## config.mk

```make
export PLATFORM = sky130hd
export DESIGN_NAME = nvram_upload
export DESIGN_NICKNAME = d
export VERILOG_FILES = /design/src/rtl/nvram_pkg.sv /design/src/rtl/nvram_rd_pipe.sv /design/src/rtl/nvram_upload.sv
export SDC_FILE = /design/constraint.sdc
export NUM_CORES = 1
export LEC_CHECK = 0
export BUFFER_PORTS_ARGS = -buffer_cell sky130_fd_sc_hd__buf_2
export CORE_UTILIZATION = 55
export CTS_CLUSTER_SIZE = 10
export DETAILED_ROUTE_END_ITERATION = 7
export PLACE_DENSITY = 0.8
export SLEW_MARGIN = 25
export SYNTH_ARGS = -nofsm -noshare
export SYNTH_HDL_FRONTEND = slang
export SYNTH_SLANG_ARGS = --single-unit
```

## constraint.sdc

```tcl
create_clock -name clk -period 3.3 [get_ports clk]
set_input_delay 0.495 -clock clk [delete_from_list [all_inputs] [get_ports clk]]
set_output_delay 0.495 -clock clk [all_outputs]
set_load 0.01 [all_outputs]
```

## src/rtl/nvram_pkg.sv

```systemverilog
// ============================================================================
//  Module      : nvram_pkg
//  Description : Shared types and constants for the NVRAM upload responder.
//  Revision    : 1.0 - initial release
// ============================================================================
`default_nettype none

package nvram_pkg;

    // Upload responder states (explicit 2-bit encoding)
    typedef enum logic [1:0] {
        IDLE  = 2'd0,
        REQ   = 2'd1,
        READY = 2'd2,
        FETCH = 2'd3
    } state_t;

    // Byte returned for reads that do not touch the RAM
    localparam logic [7:0] FILL_BYTE    = 8'hFF;

    // ioctl_index that selects the NVRAM upload by default
    localparam logic [7:0] DEF_UP_INDEX = 8'd4;

endpackage : nvram_pkg

`default_nettype wire

```

## src/rtl/nvram_rd_pipe.sv

```systemverilog
// ============================================================================
//  Module      : nvram_rd_pipe
//  Description : RAM read-latency tracker. A start pulse loads RD_LAT; the
//                counter then runs down once per clock and o_capture is high
//                for the single cycle in which ram_q must be sampled.
//  Revision    : 1.0 - initial release
// ============================================================================
`default_nettype none

module nvram_rd_pipe #(
    parameter int RD_LAT = 1
) (
    input  logic clk,
    input  logic reset_n,
    input  logic i_start,
    output logic o_capture
);

    localparam logic [1:0] c_LOAD = 2'(RD_LAT);

    logic [1:0] r_cnt;
    logic       r_run;

    // Load on start, count down while running, stop once the capture cycle is reached
    always_ff @(posedge clk or negedge reset_n) begin
        if (!reset_n) begin
            r_cnt <= 2'd0;
            r_run <= 1'b0;
        end else if (i_start) begin
            r_cnt <= c_LOAD;
            r_run <= 1'b1;
        end else if (r_run) begin
            if (r_cnt == 2'd0) begin
                r_run <= 1'b0;
            end else begin
                r_cnt <= r_cnt - 2'd1;
            end
        end
    end

    assign o_capture = r_run && (r_cnt == 2'd0);

endmodule : nvram_rd_pipe

`default_nettype wire

```

## src/rtl/nvram_upload.sv

```systemverilog
// ============================================================================
//  Module      : nvram_upload
//  Description : HPS upload responder. Pauses the CPU, takes the work-RAM port
//                and answers each ioctl_rd strobe with one RAM byte on
//                ioctl_din. Addresses >= SIZE return FILL_BYTE.
//                Optional macro NVRAM_UPLOAD_CHECKSUM_EN: an 8-bit running sum
//                of returned bytes; a read at address SIZE returns its two's
//                complement.
//  Revision    : 1.0 - initial release
// ============================================================================
`default_nettype none

module nvram_upload
    import nvram_pkg::*;
#(
    parameter int         AW       = 10,
    parameter int         SIZE     = 1024,
    parameter int         RD_LAT   = 1,
    parameter logic [7:0] UP_INDEX = DEF_UP_INDEX
) (
    input  logic          clk,
    input  logic          reset_n,
    input  logic          ioctl_upload,
    input  logic [7:0]    ioctl_index,
    input  logic          ioctl_rd,
    input  logic [24:0]   ioctl_addr,
    output logic [7:0]    ioctl_din,
    output logic          pause_req,
    input  logic          pause_ack,
    output logic          ram_sel,
    output logic [AW-1:0] ram_addr,
    output logic          ram_rd,
    input  logic [7:0]    ram_q,
    output logic          busy
);

    // Full 25-bit bound so high address bits are never truncated away
    localparam logic [24:0] c_SIZE = 25'(SIZE);

    state_t        r_state;
    state_t        w_state_nxt;
    logic          r_active;
    logic          r_active_d;
    logic          r_pend;
    logic [24:0]   r_pend_addr;
    logic [7:0]    r_din;
    logic [AW-1:0] r_ram_addr;
    logic          r_ram_rd;
    logic          w_capture;
    logic          w_active_rise;
    logic          w_svc;
    logic [24:0]   w_svc_addr;
    logic          w_in_range;
    logic          w_fetch_go;
    logic          w_enter_ready;
    logic [7:0]    w_oor_byte;

    assign w_active_rise = r_active && !r_active_d;

    // A fresh strobe takes priority over (and supersedes) a parked one
    assign w_svc         = (r_state == READY) && r_active && (ioctl_rd || r_pend);
    assign w_svc_addr    = ioctl_rd ? ioctl_addr : r_pend_addr;
    assign w_in_range    = (w_svc_addr < c_SIZE);
    assign w_fetch_go    = w_svc && w_in_range;
    assign w_enter_ready = (r_state == REQ) && (w_state_nxt == READY);

    nvram_rd_pipe #(
        .RD_LAT    (RD_LAT)
    ) u_rd_pipe (
        .clk       (clk),
        .reset_n   (reset_n),
        .i_start   (w_fetch_go),
        .o_capture (w_capture)
    );

    // State register
    always_ff @(posedge clk or negedge reset_n) begin
        if (!reset_n) begin
            r_state <= IDLE;
        end else begin
            r_state <= w_state_nxt;
        end
    end

    // Next-state logic; pause_ack is only looked at while requesting
    always_comb begin
        w_state_nxt = r_state;
        case (r_state)
            IDLE: begin
                if (w_active_rise) w_state_nxt = REQ;
            end
            REQ: begin
                if (!r_active)      w_state_nxt = IDLE;
                else if (pause_ack) w_state_nxt = READY;
            end
            READY: begin
                if (!r_active)       w_state_nxt = IDLE;
                else if (w_fetch_go) w_state_nxt = FETCH;
            end
            FETCH: begin
                if (w_capture) w_state_nxt = r_active ? READY : IDLE;
            end
            default: w_state_nxt = IDLE;
        endcase
    end

    // Select decode and read strobe/address registers
    always_ff @(posedge clk or negedge reset_n) begin
        if (!reset_n) begin
            r_active   <= 1'b0;
            r_active_d <= 1'b0;
            r_ram_rd   <= 1'b0;
            r_ram_addr <= '0;
        end else begin
            r_active   <= ioctl_upload && (ioctl_index == UP_INDEX);
            r_active_d <= r_active;
            r_ram_rd   <= w_fetch_go;
            if (w_fetch_go) r_ram_addr <= w_svc_addr[AW-1:0];
        end
    end

    // One-deep pending slot for strobes that arrive while the RAM is not ready
    always_ff @(posedge clk or negedge reset_n) begin
        if (!reset_n) begin
            r_pend      <= 1'b0;
            r_pend_addr <= '0;
        end else if (w_state_nxt == IDLE) begin
            r_pend      <= 1'b0;
        end else if (ioctl_rd && ((r_state == REQ) || (r_state == FETCH))) begin
            r_pend      <= 1'b1;
            r_pend_addr <= ioctl_addr;
        end else if (w_svc) begin
            r_pend      <= 1'b0;
        end
    end

`ifdef NVRAM_UPLOAD_CHECKSUM_EN
    logic [7:0] r_sum;

    // Running sum of returned in-range bytes, cleared when the port is granted
    always_ff @(posedge clk or negedge reset_n) begin
        if (!reset_n) begin
            r_sum <= 8'h00;
        end else if (w_enter_ready) begin
            r_sum <= 8'h00;
        end else if ((r_state == FETCH) && w_capture) begin
            r_sum <= r_sum + ram_q;
        end
    end

    assign w_oor_byte = (w_svc_addr == c_SIZE) ? (8'h00 - r_sum) : FILL_BYTE;
`else
    assign w_oor_byte = FILL_BYTE;
`endif

    // Returned data: RAM byte on fetch completion, fill/checksum byte otherwise
    always_ff @(posedge clk or negedge reset_n) begin
        if (!reset_n) begin
            r_din <= 8'h00;
        end else if ((r_state == FETCH) && w_capture) begin
            r_din <= ram_q;
        end else if (w_svc && !w_in_range) begin
            r_din <= w_oor_byte;
        end
    end

    assign ioctl_din = r_din;
    assign ram_addr  = r_ram_addr;
    assign ram_rd    = r_ram_rd;
    assign pause_req = (r_state != IDLE);
    assign ram_sel   = (r_state == READY) || (r_state == FETCH);
    assign busy      = (r_state != IDLE);

endmodule : nvram_upload

`default_nettype wire

```

==> results.py <==
metrics = {
    "setup_path": {
        "r2r_start": "r_pend_addr[24]",
        "arrival_ps": 2450,
        "critical_path.startpoint": "ioctl_rd",
        "critical_path.max_stage_delay_ps": 740,
        "worst-endpoint-required_ps": 3500,
        "endpoint_kind": "register",
        "critPathKind": "in -> reg",
        "start_kind": "primary input",
        "crit_chain": "buf_2, nor4b_2, nand2_1, a221oi_4, mux2_2",
        "crit_fanout": 17,
        "crit_path_top_delay_cell": "a221oi_4",
    },
    "grt": {
        "antenna_found_initial": 0,
        "track_usage": 0.215,
        "grt_pass1_wl_um": 7070,
        "grt-ovfl-total": 0,
        "grt_pass1_vias": 1563,
        "grt_max_degree": 31,
    },
    "detailed_routing": {
        "wl_per_cell_um": 14.8,
        "wl_um": 4270,
        "routed_via_density": 5.41,
        "dr.pass1.iters": 4,
        "drt_iter0_drc": 93,
        "antenna_left": 0,
        "vias": 1557,
        "drc": 0,
    },
    "synthesis": {
        "synth_fa_ha_area_frac": 0.00532,
        "synth-compound-area-share": 0.0697,
        "synthXorXnorAreaFrac": 0.00373,
        "synth_edf_count": 0,
        "synth_cell_types": 33,
        "synth_top_family_by_area": "multiplexers",
        "synth.top_cells.by_count": "dfrtp_1, mux2_2, o21ai_0",
        "ys.flop_type": "dfrtp_1",
        "yosysMostFrequentCell": "dfrtp_1",
        "yosys_warnings": 0,
        "synthArstFlopShare": 1.00,
        "synthTopCellsByArea": "dfrtp_1, mux2_2, mux2_4",
        "synthesis.area_um2": 2350,
        "synthMuxAreaShare": 0.259,
        "synth_nets": 217,
        "synthSimpleGateAreaFrac": 0.0788,
        "ys_ff_latch": 52,
        "synth_area_leader_cell": "dfrtp_1",
        "ys_seq_area_frac": 0.553,
        "synth_top_area_frac": 0.553,
        "syn-mean-instance-area_um2": 13.8,
        "synthCells": 170,
    },
    "clock_network": {
        "cts.htree.levels": 2,
        "cts_setup_buffers": 0,
        "cts.clk_slew.worst_paths_ps": 100,
        "clock-sinks": 52,
        "clk_path_buf_depth": 2,
        "clock_latency_ps": 310,
        "root_buffer": "clkbuf_8",
        "cts_tree": "built",
        "ctsHoldBuffers": 0,
        "cts_resized": 0,
        "cts_made_buffers": 5,
    },
    "power": {
        "clkPwrFrac": 0.350,
        "vdd_ir_drop_max_mv": 0.310,
        "power_density_nw_per_um2": 395,
        "p_leak_uw": 0.00152,
        "power_switching_uw": 257,
        "p_seq_frac": 0.582,
        "p_sw_frac": 0.232,
        "cell_internal_pwr_uw": 851,
        "p_comb_frac": 0.068,
    },
    "worst_hold_path": {
        "hp-class": "in -> async",
    },
    "placed_design": {
        "dpl_worst_slack_ps": 667,
        "gp_congestion": 0.786,
        "dpl.hpwl_um": 3080,
        "io_buffers": 67,
        "place_area_um2": 2710,
    },
    "timing": {
        "report.final.slew_viol_count": 0,
        "relSlewSlack": 0.465,
        "setup_violations": 0,
        "period_minus_slack_ps": 2250,
        "fin_ws_ps": 1050,
        "fmax_mhz": 444,
        "rsz0062_at_grt": "false",
        "hold_ws_ps": 200,
        "finClkSkew_ps": 8.83,
        "finalSetupTns_ps": 0,
        "timing.final.crit_share": 0.682,
        "max_slew.worst_pin.slew_ps": 803,
        "hold_violations": 0,
    },
    "floorplan": {
        "chipWidth_um": 67.4,
        "num_io_pins": 68,
        "start_util": 0.579,
        "dieArea_um2": 4540,
        "die_h_um": 67.4,
        "core.rowCount": 23,
        "core_um2": 4060,
    },
    "layout": {
        "fin_util": 0.691,
        "syn2layout_area_growth_pct": 19.3,
        "fin_area_um2": 2810,
        "antennaDiodeCount": 0,
        "fillers": 295,
        "drive_gt1_frac": 0.542,
        "nets": 284,
    },
    "status": {
        "status": "finished, final reports clean",
    },
    "flow_run": {
        "cap_violations": 0,
    },
}
final timing paths:
check / endpoint / slack [ps] / depth (start not counted)
setup / recovery: ram_addr[3] / 1050 / 5
hold / removal: r_pend_addr[12] / 200 / 1
setup reg to reg: ram_addr[3] / 1110 / 4
hold reg to reg: r_pend_addr[1] / 510 / 1
max in group asynchronous: r_pend_addr[10] / 2360 / 2
min in group clk: r_active / 330 / 2
state kept, by name, indices dropped and copies added (netlist names):
register         count
ram_rd               1
r_active_d           1
r_pend               1
u_rd_pipe.r_cnt      2
r_state              2
r_pend_addr         25
ram_addr            10
u_rd_pipe.r_run      1
r_active             1
ioctl_din            8
cells in the final DEF (no fill, tap or decap), types with 2 or more instances in the layout:
cell	count
mux2_4	6
mux2_2	39
o21ai_0	11
nor4_1	7
nor2b_1	2
nand3b_1	2
nand2_1	4
nor2_1	3
mux2i_1	8
inv_1	4
buf_2	67
clkbuf_8	6
dfrtp_1	52
buf_4	2
a21oi_1	4
nand2b_1	3
kinds of logic (layout without fill, tap and decap cells):
group / count (synthesis) / count (layout)
flops: 52 / 52
mux: 53 / 53
simple gates: 28 / 28
compound gates: 22 / 22
buf+inv: 13 / 81
xor+xnor: 1 / 1
fa+ha+maj: 1 / 1
metal layers:
layer  vias to the layer above  part of all wire  track usage
met2                        42              0.48        0.346
met1                       759              0.45        0.275
met4                         0             0.012       0.0665
li1                        751                 -            -
met5                         -                 0            0
met3                         5             0.058       0.0709
power by group through the flow:
stage               Sequential [uW]  Clock [uW]  Combinational, uW
floorplan                       660           0               24.0
global placement                657           0               76.1
detailed placement              657           0               77.6
CTS                             644         397               77.8
global route                    645         422               86.2
finish                          644         388               75.8
final cells by class:
class / count / area [um^2] / area share
flip-flops and latches: 52 / 1300 / 0.464
clock inverters: 2 / 13.8 / 0.00491
repair buffers: 69 / 350 / 0.125
multi-input cells: 105 / 980 / 0.349
inverters: 4 / 15.0 / 0.00535
clock buffers: 6 / 82.6 / 0.0294
well taps: 50 / 62.6 / 0.0223
metrics by stage:
step,total power [uW],instances
3_5_place_dp,735,280
6_report,1110,288
4_1_cts,1120,288
3_3_place_gp,733,280
2_1_floorplan,684,170
5_1_grt,1150,288
worst max-delay path: cells and delay by family:
kind,cells,cell delay [ps]
multiplexers,1,420
AND/OR/NAND/NOR,2,440
AO/OA/AOI/OAI,1,740
buffers and inverters,1,350
No activity file was read; power rests on OpenSTA's default activity.
